## src/rtl/hazard_ctrl_if.sv

```systemverilog
// Signal bundle between the ID-stage decode/EX-stage resolve logic and
// the hazard controller. The master side is the pipeline (drives the
// instruction fields), the slave side is hazard_ctrl (drives the controls).
// These are plain level signals, not a valid/ready handshake: every control
// output is valid in the same cycle as the ID/EX fields that produce it, and
// the pipeline registers sample it on the next rising clk edge.
interface hazard_ctrl_if #(
    parameter int CNT_W = 16
);
    // ID-stage instruction fields
    logic [4:0]       id_rs;
    logic [4:0]       id_rt;
    logic             id_uses_rs;
    logic             id_uses_rt;
    logic             id_jump;
    logic             id_is_mdu;
    logic             id_reads_hilo;
    // EX-stage feedback
    logic             ex_mem_read;
    logic [4:0]       ex_rt;
    logic             ex_branch_taken;
    // pipeline controls
    logic             pc_hold;
    logic             ifid_hold;
    logic             ifid_flush;
    logic             idex_flush;
    logic             mdu_start;
    logic             mdu_busy;
    logic [CNT_W-1:0] stall_cycles;
    // debug view of the controller FSM (1 = MDU window active)
    logic             state_dbg;

    modport master (
        output id_rs, id_rt, id_uses_rs, id_uses_rt, id_jump, id_is_mdu,
               id_reads_hilo, ex_mem_read, ex_rt, ex_branch_taken,
        input  pc_hold, ifid_hold, ifid_flush, idex_flush, mdu_start,
               mdu_busy, stall_cycles, state_dbg
    );

    modport slave (
        input  id_rs, id_rt, id_uses_rs, id_uses_rt, id_jump, id_is_mdu,
               id_reads_hilo, ex_mem_read, ex_rt, ex_branch_taken,
        output pc_hold, ifid_hold, ifid_flush, idex_flush, mdu_start,
               mdu_busy, stall_cycles, state_dbg
    );
endinterface

```

## src/rtl/hazard_ctrl.sv

```systemverilog
// Hazard and sequencing controller for the 5-stage MIPS32 pipeline.
// Detects load-use and mult/div (MDU) hazards, generates PC/IF-ID holds,
// IF/ID and ID/EX flushes, issues MDU ops and tracks the MDU busy window.
// Control outputs are combinational from the current state plus the
// same-cycle ID/EX inputs so the pipeline registers act on the next edge.
module hazard_ctrl #(
    parameter int MDU_LATENCY = 4,   // MDU busy cycles after issue, 2..15
    parameter int CNT_W       = 16   // width of stall-cycle counter
) (
    input  logic         clk,
    input  logic         reset,      // synchronous, active-low
    hazard_ctrl_if.slave bus
);

    typedef enum logic {
        RUN      = 1'b0,
        MDU_BUSY = 1'b1
    } state_t;

    localparam logic [3:0] MDU_LOAD = 4'(MDU_LATENCY - 1);

    state_t           state;
    state_t           state_nxt;
    logic [3:0]       mdu_cnt;
    logic [3:0]       mdu_cnt_nxt;
    logic [CNT_W-1:0] stall_cnt;

    logic load_use;
    logic mdu_hz;
    logic stall;
    logic issue;

    // Hazard detection: register 0 never carries a dependency.
    always_comb begin
        load_use = bus.ex_mem_read && (bus.ex_rt != 5'd0) &&
                   ((bus.id_uses_rs && (bus.id_rs == bus.ex_rt)) ||
                    (bus.id_uses_rt && (bus.id_rt == bus.ex_rt)));
        mdu_hz   = (state == MDU_BUSY) && (bus.id_is_mdu || bus.id_reads_hilo);
        stall    = load_use || mdu_hz;
        // In RUN mdu_hz is 0, so a load-use stall is the only thing that can
        // hold back an MDU issue besides a wrong-path (branch) flush.
        issue    = reset && (state == RUN) && bus.id_is_mdu &&
                   !bus.ex_branch_taken && !load_use;
    end

    // Prioritised pipeline controls: reset, branch flush, stall, jump.
    always_comb begin
        bus.pc_hold    = 1'b0;
        bus.ifid_hold  = 1'b0;
        bus.ifid_flush = 1'b0;
        bus.idex_flush = 1'b0;
        bus.mdu_start  = 1'b0;
        bus.mdu_busy   = 1'b0;
        if (!reset) begin
            // Keep the pipeline full of NOPs while reset is held.
            bus.ifid_flush = 1'b1;
            bus.idex_flush = 1'b1;
        end else begin
            bus.mdu_start = issue;
            bus.mdu_busy  = (state == MDU_BUSY);
            if (bus.ex_branch_taken) begin
                // ID holds a wrong-path instruction: squash it, ignore its hazards.
                bus.ifid_flush = 1'b1;
                bus.idex_flush = 1'b1;
            end else if (stall) begin
                bus.pc_hold    = 1'b1;
                bus.ifid_hold  = 1'b1;
                bus.idex_flush = 1'b1;
            end else if (bus.id_jump) begin
                bus.ifid_flush = 1'b1;
            end
        end
    end

    // Next-state logic for the MDU window FSM and its down-counter.
    always_comb begin
        state_nxt   = state;
        mdu_cnt_nxt = mdu_cnt;
        case (state)
            RUN: begin
                if (issue) begin
                    state_nxt   = MDU_BUSY;
                    mdu_cnt_nxt = MDU_LOAD;
                end
            end
            MDU_BUSY: begin
                // A branch flush does not cancel an op already in flight.
                if (mdu_cnt == 4'd0) begin
                    state_nxt = RUN;
                end else begin
                    mdu_cnt_nxt = mdu_cnt - 4'd1;
                end
            end
            default: begin
                state_nxt   = RUN;
                mdu_cnt_nxt = 4'd0;
            end
        endcase
    end

    // FSM state and MDU counter registers.
    always_ff @(posedge clk) begin
        if (!reset) begin
            state   <= RUN;
            mdu_cnt <= 4'd0;
        end else begin
            state   <= state_nxt;
            mdu_cnt <= mdu_cnt_nxt;
        end
    end

    // Saturating count of cycles in which the PC was held.
    always_ff @(posedge clk) begin
        if (!reset) begin
            stall_cnt <= '0;
        end else if (bus.pc_hold && !(&stall_cnt)) begin
            stall_cnt <= stall_cnt + 1'b1;
        end
    end

    assign bus.stall_cycles = stall_cnt;
    assign bus.state_dbg    = (state == MDU_BUSY);

endmodule

```

## src/flat_wrapper.sv

```systemverilog
// flat-port wrapper written by rule: the top's interface ports become plain ports
module hazard_ctrl_flat 
#(
    parameter int MDU_LATENCY = 4,                                        
    parameter int CNT_W       = 16                                  
)
  (clk, reset, bus_id_rs, bus_id_rt, bus_id_uses_rs, bus_id_uses_rt, bus_id_jump, bus_id_is_mdu, bus_id_reads_hilo, bus_ex_mem_read, bus_ex_rt, bus_ex_branch_taken, bus_pc_hold, bus_ifid_hold, bus_ifid_flush, bus_idex_flush, bus_mdu_start, bus_mdu_busy, bus_stall_cycles, bus_state_dbg);
  hazard_ctrl_if #(.CNT_W(CNT_W)) bus_i ();
  input  logic clk;
  input  logic reset;
  input wire logic [$bits(bus_i.id_rs)-1:0] bus_id_rs;
  input wire logic [$bits(bus_i.id_rt)-1:0] bus_id_rt;
  input wire logic [$bits(bus_i.id_uses_rs)-1:0] bus_id_uses_rs;
  input wire logic [$bits(bus_i.id_uses_rt)-1:0] bus_id_uses_rt;
  input wire logic [$bits(bus_i.id_jump)-1:0] bus_id_jump;
  input wire logic [$bits(bus_i.id_is_mdu)-1:0] bus_id_is_mdu;
  input wire logic [$bits(bus_i.id_reads_hilo)-1:0] bus_id_reads_hilo;
  input wire logic [$bits(bus_i.ex_mem_read)-1:0] bus_ex_mem_read;
  input wire logic [$bits(bus_i.ex_rt)-1:0] bus_ex_rt;
  input wire logic [$bits(bus_i.ex_branch_taken)-1:0] bus_ex_branch_taken;
  output wire logic [$bits(bus_i.pc_hold)-1:0] bus_pc_hold;
  output wire logic [$bits(bus_i.ifid_hold)-1:0] bus_ifid_hold;
  output wire logic [$bits(bus_i.ifid_flush)-1:0] bus_ifid_flush;
  output wire logic [$bits(bus_i.idex_flush)-1:0] bus_idex_flush;
  output wire logic [$bits(bus_i.mdu_start)-1:0] bus_mdu_start;
  output wire logic [$bits(bus_i.mdu_busy)-1:0] bus_mdu_busy;
  output wire logic [$bits(bus_i.stall_cycles)-1:0] bus_stall_cycles;
  output wire logic [$bits(bus_i.state_dbg)-1:0] bus_state_dbg;
  assign bus_i.id_rs = bus_id_rs;
  assign bus_i.id_rt = bus_id_rt;
  assign bus_i.id_uses_rs = bus_id_uses_rs;
  assign bus_i.id_uses_rt = bus_id_uses_rt;
  assign bus_i.id_jump = bus_id_jump;
  assign bus_i.id_is_mdu = bus_id_is_mdu;
  assign bus_i.id_reads_hilo = bus_id_reads_hilo;
  assign bus_i.ex_mem_read = bus_ex_mem_read;
  assign bus_i.ex_rt = bus_ex_rt;
  assign bus_i.ex_branch_taken = bus_ex_branch_taken;
  assign bus_pc_hold = bus_i.pc_hold;
  assign bus_ifid_hold = bus_i.ifid_hold;
  assign bus_ifid_flush = bus_i.ifid_flush;
  assign bus_idex_flush = bus_i.idex_flush;
  assign bus_mdu_start = bus_i.mdu_start;
  assign bus_mdu_busy = bus_i.mdu_busy;
  assign bus_stall_cycles = bus_i.stall_cycles;
  assign bus_state_dbg = bus_i.state_dbg;
  hazard_ctrl #(.MDU_LATENCY(MDU_LATENCY), .CNT_W(CNT_W)) u_core (.clk(clk), .reset(reset), .bus(bus_i));
endmodule
```

## config.mk

```make
export PLATFORM = sky130hd
export DESIGN_NAME = hazard_ctrl_flat
export DESIGN_NICKNAME = d
export VERILOG_FILES = /design/src/rtl/hazard_ctrl_if.sv /design/src/rtl/hazard_ctrl.sv /design/src/flat_wrapper.sv
export SDC_FILE = /design/constraint.sdc
export NUM_CORES = 1
export LEC_CHECK = 0
export BUFFER_PORTS_ARGS = -buffer_cell sky130_fd_sc_hd__buf_2
export CAP_MARGIN = 15
export CORE_ASPECT_RATIO = 0.6
export CORE_UTILIZATION = 25
export DETAILED_ROUTE_END_ITERATION = 8
export PLACE_DENSITY = 0.44
export REMOVE_ABC_BUFFERS = 1
export SYNTH_ARGS = -nofsm -noshare
export SYNTH_HDL_FRONTEND = slang
export SYNTH_SLANG_ARGS = --single-unit
export TNS_END_PERCENT = 50
```

## constraint.sdc

```tcl
create_clock -name clk -period 2 [get_ports clk]
set_input_delay 0.1 -clock clk [delete_from_list [all_inputs] [get_ports clk]]
set_output_delay 0.1 -clock clk [all_outputs]
set_load 0.005 [all_outputs]
```

## After elaboration in Yosys (flattened, before gate mapping)

Cells that the tools add are included.

- Shift operators: 0
- Muxes and demuxes: 17
- Reductions and logical operators: 20
- $lt $le $gt $ge: 0
- Multipliers: 0
- Add/sub/neg operators: 2
- Div/mod/pow operators: 0
- Equal/unequal tests: 4
- Bitwise gates (word level): 1

Operators by type and width:

| cell | number |
|---|---|
| adder 16 x 1 -> 16 bit, second input constant | 1 |
| AND reduction 16 bit | 1 |
| two-way mux 1 bit | 13 |
| equality test 5 bit | 2 |
| logical AND 1 bit | 10 |
| two-way mux 4 bit | 2 |
| one-hot mux 4 bit (2 select lines) | 1 |
| nonzero test 5 bit | 1 |
| zero test 4 bit | 1 |
| subtractor 4 x 1 -> 4 bit, second input constant | 1 |
| zero test 1 bit | 3 |
| logical OR 1 bit | 3 |
| != test 2 x 1 -> 1 bit, second input constant | 1 |
| != test 2 bit, second input constant | 1 |
| one-hot mux 1 bit (2 select lines) | 1 |
| AND reduction 2 bit | 1 |
| NOT 1 bit | 1 |

- Memory bits (writable): 0
- Flip-flop bits (word level): 21
- ROM bits: 0
- Logic and storage cells: 47
- Input bits: 24
- Memories kept: 0
- Bits in latches: 0
- Output and inout port bits: 23

## Logic depth before layout (Yosys ltp)

Gate-level depths: netlist of run 1.

- Depth in word-level cells: 9
- Depth in mapped cells: 8
- Gate-level depth less buffers: 7

## Worst setup path before layout of run 1

OpenSTA, ideal clock, no wires.

- Kind: register to register
- Start point: register u_core.stall_cnt[0] (netlist: u_core.bus.stall_cycles[0])
- End point: register u_core.stall_cnt[15] (netlist: u_core.bus.stall_cycles[15])
- Arrival: 1.851 ns
- Clock period less this slack: 1.923 ns
- Path buffers: 0
- Setup time: 0.072 ns
- Slack: 0.077 ns
- Stages on the path, launching flop included: 8
- Data required time: 1.928 ns
- Path through: dfxtp_1 ha_1 nand3_1 nor2_1 a211o_1 or2_2 nor4_1 mux2i_1

- Cells in the longest elaborated chain, start to end: 3
- Elaborated cells on any way between the ends: 4
- Classes of those cells: add/sub: 1; reduce/logical: 3

Ends and longest elaborated chain:

| element | line | text |
|---|---|---|
| start: declaration | hazard_ctrl.sv:26 | `logic [CNT_W-1:0] stall_cnt;` |
| start signal: assignment | hazard_ctrl.sv:117 | `stall_cnt <= stall_cnt + 1'b1;` |
| branches (longest 3 deep; another with adder 16 x 1 -> 16 bit) | - |  |

Parallel ways; which one is timed is not known.
A chain may end at the register's enable or synchronous reset.

## Final worst setup path of run 1

Same ends and word-level chain as after synthesis.

==> reports/qor.log, run 1 <==
INFO  critical_path  worst_r2r_endpoint=u_core.bus.stall_cycles[15]
INFO  die            die_y=58.0um
INFO  min_path       hp-class=in -> reg
INFO  layout         num-nets-final=242
INFO  layout         post-route-cell-area=0.00177mm2
INFO  die            io_pins=47
INFO  layout         n_antenna_cell=0
INFO  sta            max_slew.worst_pin.slew=0.438ns
INFO  die            starting_density=27.2%
INFO  power          irDropWorstVdd=204uV
INFO  sta            finalWorstPathRequiredPeriod=1.93ns
INFO  cts            cts-root-buf=clkbuf_8
INFO  route          drt_first_pass_iters=4
INFO  die            overall_die_area=0.00553mm2
INFO  logic_synthesis synth.lib_cells_used.distinct=42
INFO  placed_design  detailedPlace.worstSlack=0.000471ns
INFO  sta            layout_setup_ws=0.0701ns
INFO  critical_path  worst_setup_path_start_kind=register
INFO  global_routing globalRoute.totalOverflow=0
INFO  cts            worst_setup_hold_path_clk_slew=0.08ns
INFO  critical_path  endpoint_kind=register
INFO  route          drt_iter0_drc=72
INFO  global_routing antenna_found_initial=0
INFO  global_routing groute.usage.overall=13.7%
INFO  critical_path  worst_path_largest_cell_delay=0.35ns
INFO  cts            tritoncts_clock_tree=yes
INFO  route          route.detailed.drc=0
INFO  critical_path  path_class=reg -> reg
INFO  critical_path  worstPathArrival=2.12ns
INFO  route          post_drt_wl_per_cell=12.8um
INFO  logic_synthesis yosys_register_bits=21
INFO  sta            timing.final.setup_violations=0
INFO  cts            clock_tree.htree_level_count=1
INFO  critical_path  cell_with_the_biggest_individual_delay_on_the_critical_path=or2_2
INFO  critical_path  timing.rr.start=u_core.bus.stall_cycles[0]
INFO  placed_design  io_buffers=46
INFO  sta            fmaxAchievable=518MHz
INFO  critical_path  crit_path_cell_trace=ha_1 -> nand3_2 -> nor2_1 -> a211o_1 -> or2_2 -> nor4_2 -> mux2i_1
INFO  sta            final_hold_viol_count=0
INFO  logic_synthesis post_synth.cell_area_avg=8.28um2
INFO  sta            rsz_0062_raised_after_global_routing=yes
INFO  die            coreArea=0.00480mm2
INFO  die            die_x=95.4um
INFO  route          routed_via_density=4.83
INFO  critical_path  timing.critical_path.fanout_max=5
INFO  critical_path  worstSetupEndpoint=u_core.bus.stall_cycles[15]
INFO  status         outcome=complete, no violations
INFO  global_routing grt_pass1_wl=5.84mm
INFO  sta            period_share=96.5%
INFO  route          totalWireLength=3.56mm
INFO  job            max_cap_viol_count=0
INFO  layout         drive_gt1_share=34.0%
INFO  critical_path  timing.reg2reg.setup_slack=0.07ns
INFO  layout         area_growth_from_synthesis_to_final_layout=35.7%
INFO  cts            tritoncts.num_buffers=3
INFO  cts            hold_buffers=0
INFO  route          detailroute.via_count=1342
INFO  critical_path  crit_path_start=u_core.bus.stall_cycles[0]
INFO  logic_synthesis synth_seq_area_share=32.2%
INFO  die            std_cell_rows=19
INFO  cts            clock_tree_buf_depth=2
INFO  sta            tns=0ns
INFO  global_routing number_of_global_route_vias_before_repair=1264
INFO  global_routing grt_max_degree=31
INFO  sta            slew_headroom=70.5%
INFO  logic_synthesis synth.cell_area=0.00131mm2
INFO  placed_design  routabilityCongestion=0.741
INFO  logic_synthesis synthCells=158
INFO  route          ant_nets=0
INFO  placed_design  post_dp_area=0.00168mm2
INFO  power          power_leakage=0.000729uW
INFO  sta            final_report_max_slew_violation_count=0
INFO  cts            count_of_clock_tree_sinks=21
INFO  logic_synthesis yosys_warnings=0
INFO  critical_path  r2r.worst_path.cells=7
INFO  placed_design  place_hpwl=2.81mm
INFO  critical_path  critical_path_required=2.19ns
INFO  cts            clk-insertion-delay-late=0.26ns
INFO  power          power.density=466mW/mm2
INFO  sta            finClkSkew=0.00351ns
## per-layer routing
layer	wire length [um]	vias to the layer above	share of wire (%)	track usage, %
met5	0	-	0	0
met4	33	0	0.93	2.81
met3	246	4	6.9	3.81
met2	1560	39	44	22.6
met1	1720	619	48	18.1
li1	-	680	-	-
## sequential cells by signal, indices dropped and copies added, names as in the netlist
register	cells
u_core.mdu_cnt	4
u_core.bus.stall_cycles	16
u_core.bus.state_dbg	1
## metrics by stage
step | hold slack [ns] | cells | total power, uW | util (%)
finish | 0.0688 | 278 | 827 | 36.9
global route | 0.0834 | 278 | 872 | 36.9
CTS | 0.0662 | 277 | 843 | 36.1
detailed placement | 0.352 | 273 | 553 | 35.0
global placement | 0.352 | 273 | 550 | 35.0
floorplan | 0.201 | 151 | 493 | -
## cell type report
type	count	area, um2
Tap cell	63	78.8
Sequential cell	21	420
Clock buffer	4	45.0
Fill cell	499	3030
Timing Repair Buffer	60	339
Inverter	6	22.5
Multi-Input combinational cell	124	868
## layout by cell type (no fill, tap or decap), types with 2 or more instances in the layout
cell,synthesis,layout
a21boi_0,5,4
a21boi_1,1,2
and2_1,4,4
buf_2,1,46
buf_4,2,13
clkbuf_8,0,3
dfxtp_1,21,21
ha_1,2,2
inv_1,6,6
mux2i_1,9,9
nand2_1,23,23
nand2b_1,9,9
nand3_1,8,7
nand4_1,4,4
nor2_1,7,7
nor3_1,2,2
nor4_1,6,3
nor4_2,1,3
o21a_1,2,2
o21ai_0,5,5
o31ai_1,2,2
or2_2,2,2
or3_1,3,3
xnor2_1,11,11
## worst max-delay path: cells and delay by family, from the launching register on
kind | cells | cell delay (ns)
simple gates | 4 | 0.81
flops | 1 | 0.32
compound gates | 1 | 0.31
fa+ha+maj | 1 | 0.22
mux | 1 | 0.21
## logic make-up (layout without fill, tap and decap cells)
group,after synthesis,in the layout,synth area share (%)
AND/OR/NAND/NOR,75,75,30.0
XOR/XNOR,11,11,7.37
multiplexers,9,9,6.89
flip-flops,21,21,32.2
buffers and inverters,13,70,4.40
adder cells (fa/ha/maj),2,2,1.91
AO/OA/AOI/OAI,27,27,17.2
## worst min-delay path by stage
stage	from	endpoint	slack, ns	cells past startpoint
after detailed placement	bus_ex_branch_taken	u_core.bus.stall_cycles[5]	0.35	2
after global routing	bus_ex_branch_taken	u_core.bus.stall_cycles[5]	0.08	2
final	bus_ex_branch_taken	u_core.bus.stall_cycles[5]	0.07	2
after CTS	bus_ex_branch_taken	u_core.bus.stall_cycles[5]	0.07	2
after floorplan	bus_ex_branch_taken	u_core.bus.stall_cycles[5]	0.20	1
after global placement	bus_ex_branch_taken	u_core.bus.stall_cycles[5]	0.35	2
## synthesized netlist by cell type
cell type	n	area share, %
dfxtp_1	21	32
or4_1	1	0.57
a221oi_1	1	0.67
nor2b_1	1	0.48
o22ai_1	1	0.48
nand2b_1	9	4.3
buf_2	1	0.38
nand2_1	23	6.6
buf_4	2	1.1
or3_1	3	1.4
a211o_1	1	0.67
a21boi_1	1	0.57
o221ai_1	1	0.67
o311a_1	1	0.77
and3_1	1	0.48
o21ai_0	5	1.9
and4_1	1	0.67
a21boi_0	5	2.9
o22ai_2	1	0.96
ha_1	2	1.9
nor3_1	2	0.77
nor2_1	7	2.0
mux2i_1	9	6.9
o41ai_1	1	0.67
or2_2	2	0.96
nor4_1	6	2.9
inv_1	6	1.7
and2_1	4	1.9
o31ai_1	2	1.1
a2111oi_4	1	2.1
nand3_1	8	3.1
o211ai_1	1	0.57
a21o_1	1	0.57
nand4_1	4	1.9
o21a_1	2	1.1
clkbuf_1	4	1.1
o311ai_0	1	0.67
or2_1	1	0.48
xnor2_1	11	7.4
nor4_2	1	0.96
nand3b_1	1	0.57
o211a_1	1	0.77
## where the power goes
group	total (uW)	internal (uW)	leakage [uW]	switching [uW]
clock	281	142	0.0000228	139
combinational	121	58.7	0.000537	62.2
sequential	425	422	0.000169	2.74
total	827	623	0.000729	204
## timing repair
action                                  CTS  global route
resized for setup                         2             6
pin swaps                                 1             2
endpoints found under the setup margin    4             9
buffers inserted                          0             1
No activity file was read; power rests on OpenSTA's default activity.
==> inputs of run 2 (changes only) <==
Settings changed: BUFFER_PORTS_ARGS -buffer_cell sky130_fd_sc_hd__buf_2 to -buffer_cell sky130_fd_sc_hd__clkbuf_2, CORE_UTILIZATION 25 to 44, PLACE_DENSITY 0.44 to 0.71.
==> run 2 against run 1 <==
Final area fell by 2.8%. Setup slack worse by 0.057 ns. Clock-buffer cell count is the same. Final cell count is 7.9% lower. Flip-flop and latch count did not move. Non-clock buffer count rose by 1. Power shrank 0.43%. Clock skew is 0.0017 ns lower. Critical path depth unchanged. Register-to-register slack got worse by 0.06 ns. Global-route usage increased by 9.0 points. Largest cell class unchanged. Largest power group unchanged.
==> reports/qor.log, run 2 (synthesized netlist as in run 1, its figures left out) <==
INFO  route          routed_via_density=5.35
INFO  power          power_leakage=0.000703uW
INFO  sta            max_slew.worst_pin.slew=0.450ns
INFO  die            die_y=44.2um
INFO  route          ant_nets=0
INFO  sta            finClkSkew=0.00183ns
INFO  placed_design  place_hpwl=2.68mm
INFO  min_path       hp-class=in -> reg
INFO  route          post_drt_wl_per_cell=13.4um
INFO  die            coreArea=0.00266mm2
INFO  global_routing globalRoute.totalOverflow=0
INFO  global_routing antenna_found_initial=0
INFO  die            std_cell_rows=14
INFO  critical_path  path_class=reg -> reg
INFO  cts            cts-root-buf=clkbuf_8
INFO  layout         drive_gt1_share=32.9%
INFO  critical_path  critical_path_required=2.19ns
INFO  sta            timing.final.setup_violations=0
INFO  sta            fmaxAchievable=503MHz
INFO  route          totalWireLength=3.43mm
INFO  global_routing grt_max_degree=31
INFO  cts            clk-insertion-delay-late=0.26ns
INFO  route          drt_iter0_drc=88
INFO  sta            final_report_max_slew_violation_count=0
INFO  cts            clock_tree_buf_depth=2
INFO  layout         largest_register_ff_count=16
INFO  layout         n_fill_cell=240
INFO  sta            rsz_0062_raised_after_global_routing=yes
INFO  global_routing number_of_global_route_vias_before_repair=1228
INFO  route          detailroute.via_count=1369
INFO  critical_path  endpoint_kind=register
INFO  route          route.detailed.drc=0
INFO  critical_path  timing.critical_path.fanout_max=5
INFO  power          power.density=477mW/mm2
INFO  sta            slew_headroom=69.7%
INFO  layout         area_growth_from_synthesis_to_final_layout=32.0%
INFO  layout         layout_commonest_cell=clkbuf_2
INFO  sta            period_share=99.3%
INFO  critical_path  worstPathArrival=2.17ns
INFO  power          design_power_total=823uW
INFO  layout         final_cell_mix=46 x clkbuf_2, 23 x nand2_1, 21 x dfxtp_1
INFO  cts            count_of_clock_tree_sinks=21
INFO  cts            hold_buffers=0
INFO  die            starting_density=49.1%
INFO  job            max_cap_viol_count=0
INFO  cts            clock_tree.htree_level_count=1
INFO  sta            final_hold_viol_count=0
INFO  power          irDropWorstVdd=345uV
INFO  cts            worst_setup_hold_path_clk_slew=0.07ns
INFO  layout         num-nets-final=243
INFO  placed_design  routabilityCongestion=0.845
INFO  layout         n_antenna_cell=0
INFO  status         outcome=complete, no violations
INFO  cts            tritoncts_clock_tree=yes
INFO  critical_path  worst_setup_path_start_kind=register
INFO  placed_design  io_buffers=46
INFO  global_routing grt_pass1_wl=5.55mm
INFO  global_routing groute.usage.overall=22.8%
INFO  die            io_pins=47
INFO  sta            timing.hold.ws=0.0820ns
INFO  cts            tritoncts.num_buffers=3
INFO  die            overall_die_area=0.00320mm2
INFO  sta            finalWorstPathRequiredPeriod=1.99ns
INFO  route          drt_first_pass_iters=5
INFO  die            die_x=72.4um
-- run 2: cell count changes in the layout (fill, tap and decap cells not counted), moves of 2 or more --
cell / before / now
clkbuf_2: 0 / 46
a21boi_0: 4 / 2
a21boi_1: 2 / 4
buf_2: 46 / 0
nor4_1: 3 / 5
-- run 2: worst max-delay path, stage by stage (launching register included) --
cell,delay [ns]
dfxtp_1,0.32
ha_1,0.22
nand3_2,0.10
nor2_1,0.05
a211o_1,0.31
or2_2,0.34
nor4_1,0.32
mux2i_1,0.26
-- run 2: area by class of cell --
| cell class | instances | area, um2 | area share (%) |
|---|---|---|---|
| clock buffer | 4 | 45.0 | 2.61 |
| inverter | 6 | 22.5 | 1.31 |
| multi-input combinational | 124 | 841 | 48.7 |
| sequential | 21 | 420 | 24.4 |
| tap | 40 | 50.0 | 2.90 |
| timing repair buffer | 61 | 347 | 20.1 |
-- run 2: final timing paths --
kind                          startpoint                          end  slack [ns]  depth (start not counted)
max           u_core.bus.stall_cycles[0]   u_core.bus.stall_cycles[7]        0.01                          7
min                  bus_ex_branch_taken   u_core.bus.stall_cycles[5]        0.08                          2
max reg2reg   u_core.bus.stall_cycles[0]   u_core.bus.stall_cycles[7]        0.01                          7
min reg2reg  u_core.bus.stall_cycles[10]  u_core.bus.stall_cycles[10]        0.49                          2
-- run 2: where the power goes --
part / switching [uW] / internal, uW
clock: 137 / 142
combinational: 61.3 / 57.8
sequential: 3.12 / 422
total: 201 / 622
-- run 2: timing repair --
action                     CTS  global route
resized for setup            1             5
setup endpoints to repair    1            10
setup buffers                0             2
cloned                       0             0
pin swaps                    0             3
-- run 2: per-layer routing --
metal	GRT usage, %	vias to the layer above	part of all wire [%]
li1	-	682	-
met1	29.7	622	48
met2	37.8	58	43
met3	6.38	7	7.8
met4	5.49	0	1.3
met5	0	-	0
-- run 2: through the flow --
step                      setup TNS [ns]  area [um2]  setup slack (ns)  cells  util (%)
after floorplan                        0        1270            0.0219    151         -
after global routing              -0.257        1730           -0.0683    256      64.8
after global placement                 0        1650            0.0718    250      62.0
after CTS                       -0.00597        1700          -0.00562    254      63.9
after detailed placement               0        1650            0.0214    250      62.0
final                                  0        1730            0.0133    256      64.8
==> inputs of run 3 (changes only) <==
Settings changed: BUFFER_PORTS_ARGS -buffer_cell sky130_fd_sc_hd__clkbuf_2 to -buffer_cell sky130_fd_sc_hd__buf_2.
==> run 3 against run 2 <==
Combinational power is 5% higher. Core utilization is 1.3 points higher. Routed wire length is 0.99% higher. Clock-buffer cell count stayed put. Clock power hardly changed. Via count is 0.66% lower. Fmax is 4.5% higher. Hold slack worse by 0.0096 ns. Sequential share of layout area is 0.47 points lower. Register-to-register slack better by 0.09 ns. Die area stayed put. Final cell count is 0.78% lower. Largest cell class unchanged. Highest routed layer unchanged.
==> reports/qor.log, run 3 (synthesized netlist as in run 1, its figures left out) <==
INFO  placed_design  place_hpwl=2.58mm
INFO  placed_design  post_dp_area=0.00166mm2
INFO  route          ant_nets=0
INFO  power          power_leakage=0.000714uW
INFO  critical_path  worst_path_largest_cell_delay=0.37ns
INFO  cts            clock_tree.htree_level_count=1
INFO  route          detailroute.via_count=1360
INFO  layout         finalNonFillerCells=254
INFO  cts            cts-root-buf=clkbuf_8
INFO  cts            clk-insertion-delay-late=0.26ns
INFO  sta            period_share=95.0%
INFO  layout         post-route-cell-area=0.00176mm2
INFO  cts            tritoncts_clock_tree=yes
INFO  die            io_pins=47
INFO  placed_design  detailedPlace.worstSlack=0.00934ns
INFO  layout         layout_commonest_cell=buf_2
INFO  global_routing number_of_global_route_vias_before_repair=1222
INFO  sta            slew_headroom=69.8%
INFO  cts            count_of_clock_tree_sinks=21
INFO  status         outcome=complete, no violations
INFO  sta            final_report_max_slew_violation_count=0
INFO  global_routing grt_max_degree=31
INFO  sta            finClkSkew=0.00427ns
INFO  critical_path  worst-path-buf-inv=1
INFO  layout         num-nets-final=241
INFO  critical_path  endpoint_kind=register
INFO  sta            timing.final.setup_violations=0
INFO  layout         final_cell_mix=46 x buf_2, 23 x nand2_1, 21 x dfxtp_1
INFO  critical_path  cp_top_family=simple AND/OR/NAND/NOR gates
INFO  layout         n_antenna_cell=0
INFO  placed_design  place.detailed.instances=249
INFO  route          routed_via_density=5.35
INFO  critical_path  worstPathArrival=2.09ns
INFO  placed_design  io_buffers=46
INFO  critical_path  critical_path_required=2.19ns
INFO  power          power.density=473mW/mm2
INFO  die            die_x=72.4um
INFO  route          totalWireLength=3.46mm
INFO  cts            hold_buffers=0
INFO  sta            finalWorstPathRequiredPeriod=1.90ns
INFO  layout         drive_gt1_share=35.0%
INFO  die            starting_density=49.1%
INFO  route          drt_first_pass_iters=4
INFO  die            overall_die_area=0.00320mm2
INFO  global_routing grt_pass1_wl=5.64mm
INFO  placed_design  routabilityCongestion=0.881
INFO  power          irDropWorstVdd=298uV
INFO  critical_path  path_class=reg -> reg
INFO  die            std_cell_rows=14
INFO  sta            layout_setup_ws=0.0991ns
INFO  sta            fmaxAchievable=526MHz
INFO  critical_path  cell_with_the_biggest_individual_delay_on_the_critical_path=or3_1
INFO  layout         largest_register_ff_count=16
INFO  global_routing globalRoute.totalOverflow=0
INFO  global_routing groute.usage.overall=23.1%
INFO  cts            clock_tree_buf_depth=2
INFO  min_path       hp-class=in -> reg
INFO  die            coreArea=0.00266mm2
INFO  route          drt_iter0_drc=57
INFO  sta            max_slew.worst_pin.slew=0.449ns
INFO  sta            final_hold_viol_count=0
INFO  job            max_cap_viol_count=0
INFO  route          post_drt_wl_per_cell=13.6um
INFO  cts            tritoncts.num_buffers=3
INFO  critical_path  crit_path_cell_trace=ha_1 -> nand3_2 -> nor4_2 -> a221oi_2 -> nand2_1 -> buf_4 -> or3_1 -> a21boi_0
INFO  die            die_y=44.2um
INFO  route          route.detailed.drc=0
INFO  cts            worst_setup_hold_path_clk_slew=0.08ns
INFO  power          design_power_total=832uW
INFO  global_routing antenna_found_initial=0
INFO  critical_path  timing.critical_path.fanout_max=13
INFO  critical_path  worst_setup_path_start_kind=register
INFO  layout         area_growth_from_synthesis_to_final_layout=34.5%
run 3: cell types whose count changed in the layout (fill, tap and decap cells not counted), moves of 2 or more:
cell	change
nor4_2	+5
buf_2	+46
a21boi_1	-2
nor4_1	-5
buf_4	-2
a21boi_0	+2
clkbuf_2	-46
run 3: metrics by stage:
stage          utilization, %  setup TNS (ns)  hold WS, ns
4_1_cts                  64.3               0       0.0683
3_5_place_dp             62.2               0        0.344
3_3_place_gp             62.2               0        0.342
2_1_floorplan               -               0        0.201
5_1_grt                  66.1         -0.0194       0.0776
6_report                 66.1               0       0.0725
run 3: worst reg2reg max path, cell delays in order (launching register included):
cell and delay, ns:
dfxtp_1 0.32, ha_1 0.22, nand3_2 0.11, nor4_2 0.07
a221oi_2 0.29, nand2_1 0.09, buf_4 0.20, or3_1 0.37
a21boi_0 0.17
run 3: routing by layer:
layer  vias up  track usage [%]  share of wire, %
met5         -                0                 0
met2        44             38.9                44
met3         2             6.15               6.1
met4         0             4.31              0.38
met1       641             30.4                49
li1        673                -                 -
run 3: layout make-up:
class / count / area, um2
clock buffers: 4 / 45.0
multi-input cells: 124 / 881
flip-flops and latches: 21 / 420
fillers: 226 / 903
inverters: 6 / 22.5
repair buffers: 59 / 340
well taps: 40 / 50.0
run 3: worst paths after layout:
path                                             startpoint                           to  slack (ns)  cells after the start
worst max register to register   u_core.bus.stall_cycles[0]   u_core.bus.stall_cycles[8]         0.1                      8
worst min-delay path                    bus_ex_branch_taken   u_core.bus.stall_cycles[5]        0.07                      2
worst max-delay path             u_core.bus.stall_cycles[0]   u_core.bus.stall_cycles[8]         0.1                      8
worst min register to register  u_core.bus.stall_cycles[10]  u_core.bus.stall_cycles[10]        0.49                      2
run 3: timing repair:
action,CTS,global route
setup buffers,0,1
pin swaps,1,1
endpoints found under the setup margin,4,11
gates cloned,0,0
resized for setup,3,7
run 3: where the power goes:
| part | internal, uW | switching [uW] |
|---|---|---|
| combinational | 61.3 | 63.9 |
| clock | 142 | 140 |
| sequential | 422 | 3.02 |
| total | 625 | 207 |
